==> src/rtl/logic_unit_pkg.sv <==
// Shared definitions for the pipelined bitwise logic unit: opcode width and encoding.
package logic_unit_pkg;

  localparam int OP_W = 3;

  typedef enum logic [OP_W-1:0] {
    OP_AND    = 3'd0,
    OP_OR     = 3'd1,
    OP_NOT    = 3'd2,
    OP_NAND   = 3'd3,
    OP_NOR    = 3'd4,
    OP_XOR    = 3'd5,
    OP_XNOR   = 3'd6,
    OP_PASS_A = 3'd7
  } op_e;

endpackage

==> src/rtl/logic_unit_pipe_if.sv <==
// Upstream (op/a/b) and downstream (y/flags) valid/ready channels of the logic unit.
interface logic_unit_pipe_if #(parameter int WIDTH = 8);
  import logic_unit_pkg::*;

  logic             in_valid;
  logic             in_ready;
  logic [OP_W-1:0]  op;
  logic [WIDTH-1:0] a;
  logic [WIDTH-1:0] b;
  logic             out_valid;
  logic             out_ready;
  logic [WIDTH-1:0] y;
  logic             zero;
  logic             ones;
  logic             parity;

  modport master (
    output in_valid, op, a, b, out_ready,
    input  in_ready, out_valid, y, zero, ones, parity
  );

  modport slave (
    input  in_valid, op, a, b, out_ready,
    output in_ready, out_valid, y, zero, ones, parity
  );

endinterface

==> src/rtl/logic_op_core.sv <==
// Combinational bitwise gate selected by op; no carries, result is exactly WIDTH bits.
module logic_op_core
  import logic_unit_pkg::*;
#(
  parameter int WIDTH = 8
) (
  input  logic [OP_W-1:0]  op,
  input  logic [WIDTH-1:0] a,
  input  logic [WIDTH-1:0] b,
  output logic [WIDTH-1:0] y
);

  always_comb begin
    // NOTE: y gets a value before the case so no path through this block can infer a latch.
    y = '0;
    case (op_e'(op))
      OP_AND:    y = a & b;
      OP_OR:     y = a | b;
      OP_NOT:    y = ~a;
      OP_NAND:   y = ~(a & b);
      OP_NOR:    y = ~(a | b);
      OP_XOR:    y = a ^ b;
      OP_XNOR:   y = ~(a ^ b);
      OP_PASS_A: y = a;
      default:   y = '0;
    endcase
  end

endmodule

==> src/rtl/logic_unit_pipe.sv <==
// Two-stage valid/ready pipeline around logic_op_core; stage 2 also registers the
// zero / all-ones / parity reduction flags of the result.
module logic_unit_pipe
  import logic_unit_pkg::*;
#(
  parameter int WIDTH = 8
) (
  input logic                clk,
  input logic                rst,
  logic_unit_pipe_if.slave   bus
);

  logic [WIDTH-1:0] f_y;
  logic [WIDTH-1:0] y1;
  logic             s1_valid;
  logic             s2_load;
  logic             in_fire;

  logic             out_valid_q;
  logic [WIDTH-1:0] y_q;
  logic             zero_q;
  logic             ones_q;
  logic             parity_q;

  logic_op_core #(.WIDTH(WIDTH)) u_core (
    .op (bus.op),
    .a  (bus.a),
    .b  (bus.b),
    .y  (f_y)
  );

  // s2 can take s1's word when it is empty or is being drained this cycle.
  assign s2_load = s1_valid & (~out_valid_q | bus.out_ready);
  assign bus.in_ready = ~s1_valid | s2_load;
  assign in_fire = bus.in_valid & bus.in_ready;

  // NOTE: pipeline state uses non-blocking assignments so every register samples pre-edge values.
  always_ff @(posedge clk) begin
    if (rst) begin
      s1_valid    <= 1'b0;
      y1          <= '0;
      out_valid_q <= 1'b0;
      y_q         <= '0;
      zero_q      <= 1'b1;
      ones_q      <= 1'b0;
      parity_q    <= 1'b0;
    end else begin
      if (in_fire) begin
        s1_valid <= 1'b1;
        y1       <= f_y;
      end else if (s2_load) begin
        s1_valid <= 1'b0;
      end

      if (s2_load) begin
        out_valid_q <= 1'b1;
        y_q         <= y1;
        zero_q      <= ~|y1;
        ones_q      <= &y1;
        parity_q    <= ^y1;
      end else if (out_valid_q && bus.out_ready) begin
        out_valid_q <= 1'b0;
      end
    end
  end

  assign bus.out_valid = out_valid_q;
  assign bus.y         = y_q;
  assign bus.zero      = zero_q;
  assign bus.ones      = ones_q;
  assign bus.parity    = parity_q;

endmodule

==> src/flat_wrapper.sv <==
// flat-port wrapper written by rule: the top's interface ports become plain ports
module logic_unit_pipe_flat import logic_unit_pkg::*;
#(
  parameter int WIDTH = 8
)
  (clk, rst, bus_in_valid, bus_op, bus_a, bus_b, bus_out_ready, bus_in_ready, bus_out_valid, bus_y, bus_zero, bus_ones, bus_parity);
  logic_unit_pipe_if #(.WIDTH(WIDTH)) bus_i ();
  input logic clk;
  input logic rst;
  input wire logic [$bits(bus_i.in_valid)-1:0] bus_in_valid;
  input wire logic [$bits(bus_i.op)-1:0] bus_op;
  input wire logic [$bits(bus_i.a)-1:0] bus_a;
  input wire logic [$bits(bus_i.b)-1:0] bus_b;
  input wire logic [$bits(bus_i.out_ready)-1:0] bus_out_ready;
  output wire logic [$bits(bus_i.in_ready)-1:0] bus_in_ready;
  output wire logic [$bits(bus_i.out_valid)-1:0] bus_out_valid;
  output wire logic [$bits(bus_i.y)-1:0] bus_y;
  output wire logic [$bits(bus_i.zero)-1:0] bus_zero;
  output wire logic [$bits(bus_i.ones)-1:0] bus_ones;
  output wire logic [$bits(bus_i.parity)-1:0] bus_parity;
  assign bus_i.in_valid = bus_in_valid;
  assign bus_i.op = bus_op;
  assign bus_i.a = bus_a;
  assign bus_i.b = bus_b;
  assign bus_i.out_ready = bus_out_ready;
  assign bus_in_ready = bus_i.in_ready;
  assign bus_out_valid = bus_i.out_valid;
  assign bus_y = bus_i.y;
  assign bus_zero = bus_i.zero;
  assign bus_ones = bus_i.ones;
  assign bus_parity = bus_i.parity;
  logic_unit_pipe #(.WIDTH(WIDTH)) u_core (.clk(clk), .rst(rst), .bus(bus_i));
endmodule
==> config.mk <==
export PLATFORM = sky130hd
export DESIGN_NAME = logic_unit_pipe_flat
export DESIGN_NICKNAME = d
export VERILOG_FILES = /design/src/rtl/logic_unit_pkg.sv /design/src/rtl/logic_unit_pipe_if.sv /design/src/rtl/logic_op_core.sv /design/src/rtl/logic_unit_pipe.sv /design/src/flat_wrapper.sv
export SDC_FILE = /design/constraint.sdc
export NUM_CORES = 1
export LEC_CHECK = 0
export ABC_AREA = 1
export CORE_MARGIN = 2
export CORE_UTILIZATION = 50
export DETAILED_ROUTE_END_ITERATION = 7
export GPL_TIMING_DRIVEN = 0
export PLACE_DENSITY_LB_ADDON = 0.3
export SLEW_MARGIN = 40
export SYNTH_ARGS = -nofsm -noshare
export SYNTH_HDL_FRONTEND = slang
export SYNTH_HIERARCHICAL = 1
export SYNTH_SLANG_ARGS = --single-unit
==> constraint.sdc <==
create_clock -name clk -period 3.5 [get_ports clk]
set_input_delay 0.7 -clock clk [delete_from_list [all_inputs] [get_ports clk]]
set_output_delay 0.7 -clock clk [all_outputs]
set_load 0.01 [all_outputs]
[Yosys cells after proc, flatten, opt, wreduce, memory -nomap -nowiden]
Cells that the tools add are included.
Word-level totals
  output and inout port bits: 13
  bits of input ports: 23
  logic and storage cells: 40
  register bits: 21
Cells by class
  bitwise operators: 13
  reduce and logical (&&, ||, !) cells: 8
  muxes and demuxes: 5
  equal/unequal tests: 7
Operators with widths (count)
  $pmux W8 S8: 1
  $not A8 Y8: 4
  $eq A3 B3 Y1 const B: 4
  $and A8 B8 Y8: 1
  $or A8 B8 Y8: 1
  $reduce_and A8 Y1: 1
  $reduce_or A8 Y1: 1
  $reduce_xor A8 Y1: 1
  $xor A8 B8 Y8: 1
  $eq A3 B2 Y1 const B: 2
  $mux W1: 4
  $reduce_bool A2 Y1: 2
  $eq A3 B1 Y1 const B: 1
  $logic_not A3 Y1: 1
  $and A1 B1 Y1: 2
  $not A1 Y1: 2
  $or A1 B1 Y1: 2
  $logic_and A1 B1 Y1: 1
  $logic_not A1 Y1: 1

[Depth between registers and ports, before layout]
Gate-level depths: netlist of the first run.
  depth after elaboration: 6
  mapped depth: 9
  depth with buffers taken out: 9

[Cells and area by module]
The synthesis of the first run kept the hierarchy.
By module, submodules not included
  logic_op_core: cells an instance 176, seq. area each 0.0 µm², times used 1, area each 975.9 µm²
  logic_unit_pipe: cells an instance 130, seq. area each 420.4 µm², times used 1, area each 967.2 µm²

[Least setup slack after synthesis of the first run]
Ideal clock, no wire load.
  path type: input port to output port
  start point: input port bus_out_ready
  end point: output port bus_in_ready
  path buffers: 0
  data arrival time: 918 ps
  data required time: 2800 ps
  stages on the path: 2
  setup slack: 1882 ps
  path through: inv_1 -> nand3_2
Between the ends
  longest elaborated chain between the ends: 3
RTL lines
  start, declared: line flat_wrapper.sv:14  | input wire logic [$bits(bus_i.out_ready)-1:0] bus_out_ready;
  $or A1 B1 Y1: line logic_unit_pipe.sv:33  | assign s2_load = s1_valid & (~out_valid_q | bus.out_ready);
  $and A1 B1 Y1: line logic_unit_pipe.sv:33
  $or A1 B1 Y1: line logic_unit_pipe.sv:34  | assign bus.in_ready = ~s1_valid | s2_load;
  end, declared: line flat_wrapper.sv:15  | output wire logic [$bits(bus_i.in_ready)-1:0] bus_in_ready;
No other way between the ends.

[Worst setup path in the final report of the first run]
Ends and elaborated chain as after synthesis.

==> run_results.csv, run 1 <==
group,metric,value,unit
status,status,"complete, no violations",
floorplan,io_pins,36,
layout,drive_above_1_share,0.0754,
layout,antenna_cells,0,
floorplan,die-width,66.3,um
place,portBuffers,35,
clock_network,clock_path_buffers,2,
clock_network,root_buffer,"clkbuf_8",
drt,wl_met2,1.93,mm
clock_network,clk_latency,0.27,ns
drt,drc,0,
worst_setup_path,worst_path_max_delay_cell,"clkdlybuf4s50_1",
sta,setup_viol,0,
sta,rsz0062_at_grt,"no",
worst_setup_path,cp_cell_sequence,"clkdlybuf4s50_1, inv_1, nand3_2, clkdlybuf4s50_1",
place,gp_congestion,0.826,
drt,top_layer_used,"met4",
floorplan,row_count,22,
worst_setup_path,path_class,"in2out",
floorplan,core-area,0.00369,mm2
global_route,grt_start_max_net_pins,13,
logic_synthesis,ys_types,23,
worst_setup_path,endpoint_kind,"output port",
sta,tightest_slew,0.576,ns
logic_synthesis,synth_nets,353,
worst_setup_path,cp-start-kind,"input port",
drt,drtIter0Drc,120,
power,power_density,278,mW/mm2
power,irDropWorstVdd,0.000167,V
worst_setup_path,cpPeakStageDelay,0.54,ns
sta,fin_crit_sh,0.738,
global_route,grt_pass1_wl,7.34,mm
logic_synthesis,syn_area,0.00194,mm2
worst_setup_path,worstPathMaxFanout,3,
logic_synthesis,synthFlopType,"dfxtp_1",
sta,fmax,387,MHz
layout,fillers,360,
global_route,grt_pass1_vias,1721,
logic_synthesis,synthMostInstantiatedCell,"nor2_1",
logic_synthesis,ys_ff_latch,21,
drt,drtPass1Iterations,4,
logic_synthesis,synth_area_leaders,"dfxtp_1 22%, ha_1 15%, nor2_1 12%",
run,cap_violations,0,
hold_path,min_from,"u_core/bus.zero$_SDFFE_PP1P_",
logic_synthesis,syn_inst,306,
sta,skew,0.00499,ns
sta,slew_headroom,0.614,
clock_network,cts_tree,"yes",
drt,avgRoutedWirePerCell,10.9,um
sta,drv_slew,0,
power,p_leak,1.24,nW
hold_path,hold_depth,2,
floorplan,die-area,0.00440,mm2
clock_network,h-tree-depth,1,
logic_synthesis,ys.warnings.count,6,
drt,drt-total-wl,4.28,mm
logic_synthesis,yosysTopAreaCellShare,0.216,
logic_synthesis,synth_top_area_cell,"dfxtp_1",
worst_setup_path,cp.arrival,1.88,ns
hold_path,hold_class,"reg2reg",
clock_network,hold_buffers,0,
global_route,grt_antenna_before_repair,0,
clock_network,clk_pin_slew,0.08,ns
clock_network,clkSinkCount,21,
floorplan,initial_core_util,0.527,
worst_setup_path,critPathRequiredTime,2.80,ns
drt,wl_met1,1.96,mm
worst_setup_path,rrSetupSlack,2.24,ns
worst_setup_path,r2r-start,"u_core/y1[0]$_SDFFE_PP0P_",
layout,postLayoutCoreUtil,0.651,
sta,final.setup.tns,0,ns
worst_setup_path,crit_top_cell,"clkdlybuf4s50_1",
clock_network,postCtsSetupRepairBufs,0,
logic_synthesis,syn_area_per_cell,6.35,um2
sta,hold_viol,0,
logic_synthesis,synth_edf_count,0,
sta,fin_crit,2.58,ns
global_route,grt_overflow,0,
worst_setup_path,r2r_end,"u_core/bus.parity$_SDFFE_PP0P_",
logic_synthesis,synth_common_cells,"60 x nor2_1, 59 x nand2_1, 49 x inv_1",
drt,routed-via-count,1956,
worst_setup_path,r2r_cells,9,
clock_network,cts_made_buffers,3,
global_route,gr-usage-all-layers,0.216,
power,power.total,0.000667,W
drt,postRouteAntennaNets,0,
logic_synthesis,ys_seq_area_frac,0.216,
layout,nets,393,
hold_path,whs_endpoint,"u_core/bus.zero$_SDFFE_PP1P_",
drt,met3_length,336,um
place,post-dp-hpwl,3.34,mm
layout,area_growth,23.5,%
logic_synthesis,async_flop_share,0,
clock_network,cts-resized-gates,0,
drt,vias_per_cell,4.98,
floorplan,die_h,66.3,um
cell usage in the layout, fill, tap and decap left out:
cell	count
nand3_1	25
nand3b_1	8
ha_1	24
nand2_1	59
nor2_4	2
a31oi_1	1
clkbuf_8	3
nand4_1	17
nor2_2	1
clkinv_2	1
inv_1	49
nand2_4	1
buf_4	5
nor3_4	1
a21oi_2	1
dfxtp_1	21
buf_2	2
nand3_4	1
o21ai_2	1
inv_2	3
nor2_1	60
buf_6	3
clkdlybuf4s50_1	35
nand3_2	1
o21ai_0	17
a21oi_1	3
flip-flops by register name, indices dropped and copies added, names as in the netlist:
| name | flops |
|---|---|
| u_core/bus.ones | 1 |
| u_core/bus.y | 8 |
| u_core/s1_valid | 1 |
| u_core/y1 | 8 |
| u_core/bus.parity | 1 |
| u_core/bus.zero | 1 |
| u_core/bus.out_valid | 1 |
worst max-delay path by stage:
stage | start | endpoint | slack [ns]
after floorplan | bus_out_ready | bus_in_ready | 1.88
after global placement | bus_out_ready | bus_in_ready | 0.93
after detailed placement | bus_out_ready | bus_in_ready | 0.91
after CTS | bus_out_ready | bus_in_ready | 0.91
after global routing | bus_out_ready | bus_in_ready | 0.88
final | bus_out_ready | bus_in_ready | 0.92
where the power goes:
part	total (W)	leakage [nW]	internal (W)	switching, W
registers	0.000274	0.174	0.000258	0.0000154
logic	0.000232	1.04	0.000106	0.000126
clock network	0.000162	0.0255	0.0000796	0.0000822
total	0.000667	1.24	0.000444	0.000223
kinds of logic (layout without fill, tap and decap cells):
logic type,after synthesis,after routing,share of synthesized area
flip-flops,21,21,0.216
AND/OR/NAND/NOR,176,176,0.423
AO/OA/AOI/OAI,23,23,0.0637
adder cells (fa/ha/maj),24,24,0.155
buffers and inverters,62,101,0.142
critical path: cells and delay by family:
kind	cells	cell delay, ns
buf+inv	3	1.08
simple gates	1	0.10
final cells by class:
| cell class | count | area [um2] | area share |
|---|---|---|---|
| clock inverter | 1 | 5.00 | 0.00209 |
| inverter | 52 | 195 | 0.0813 |
| sequential | 21 | 420 | 0.175 |
| timing repair buffer | 35 | 350 | 0.146 |
| buffer | 10 | 81.3 | 0.0339 |
| tap | 48 | 60.1 | 0.0250 |
| clock buffer | 3 | 41.3 | 0.0172 |
| multi-input combinational | 223 | 1250 | 0.519 |
through the flow:
stage	hold WS [ns]	cells	cell area, um2	setup slack (ns)
after floorplan	0.471	306	1940	1.88
after global placement	0.463	389	2350	0.934
after detailed placement	0.465	389	2350	0.913
after CTS	0.483	393	2400	0.912
after global routing	0.513	393	2400	0.884
final	0.478	393	2400	0.918
per-layer routing:
| layer | track usage | up-vias |
|---|---|---|
| li1 | - | 1057 |
| met4 | 0.0587 | 0 |
| met5 | 0 | - |
| met2 | 0.363 | 62 |
| met3 | 0.0409 | 6 |
| met1 | 0.280 | 831 |
No activity file was read; power rests on OpenSTA's default activity.
==> inputs of run 2 (changes only) <==
Clock period 3.5 ns to 2.7 ns, I/O delays scaled along.
==> results of run 2 <==
The final DEF is identical to that of run 1. Status: complete, no violations.
Main changes from that run: setup slack after placement 0.913 ns -> 0.433 ns; setup slack after layout 0.918 ns -> 0.438 ns; register-to-register setup slack 2.24 ns -> 1.44 ns; total power 0.000667 W -> 0.000865 W; worst IR drop on VDD 0.000167 V -> 0.000217 V
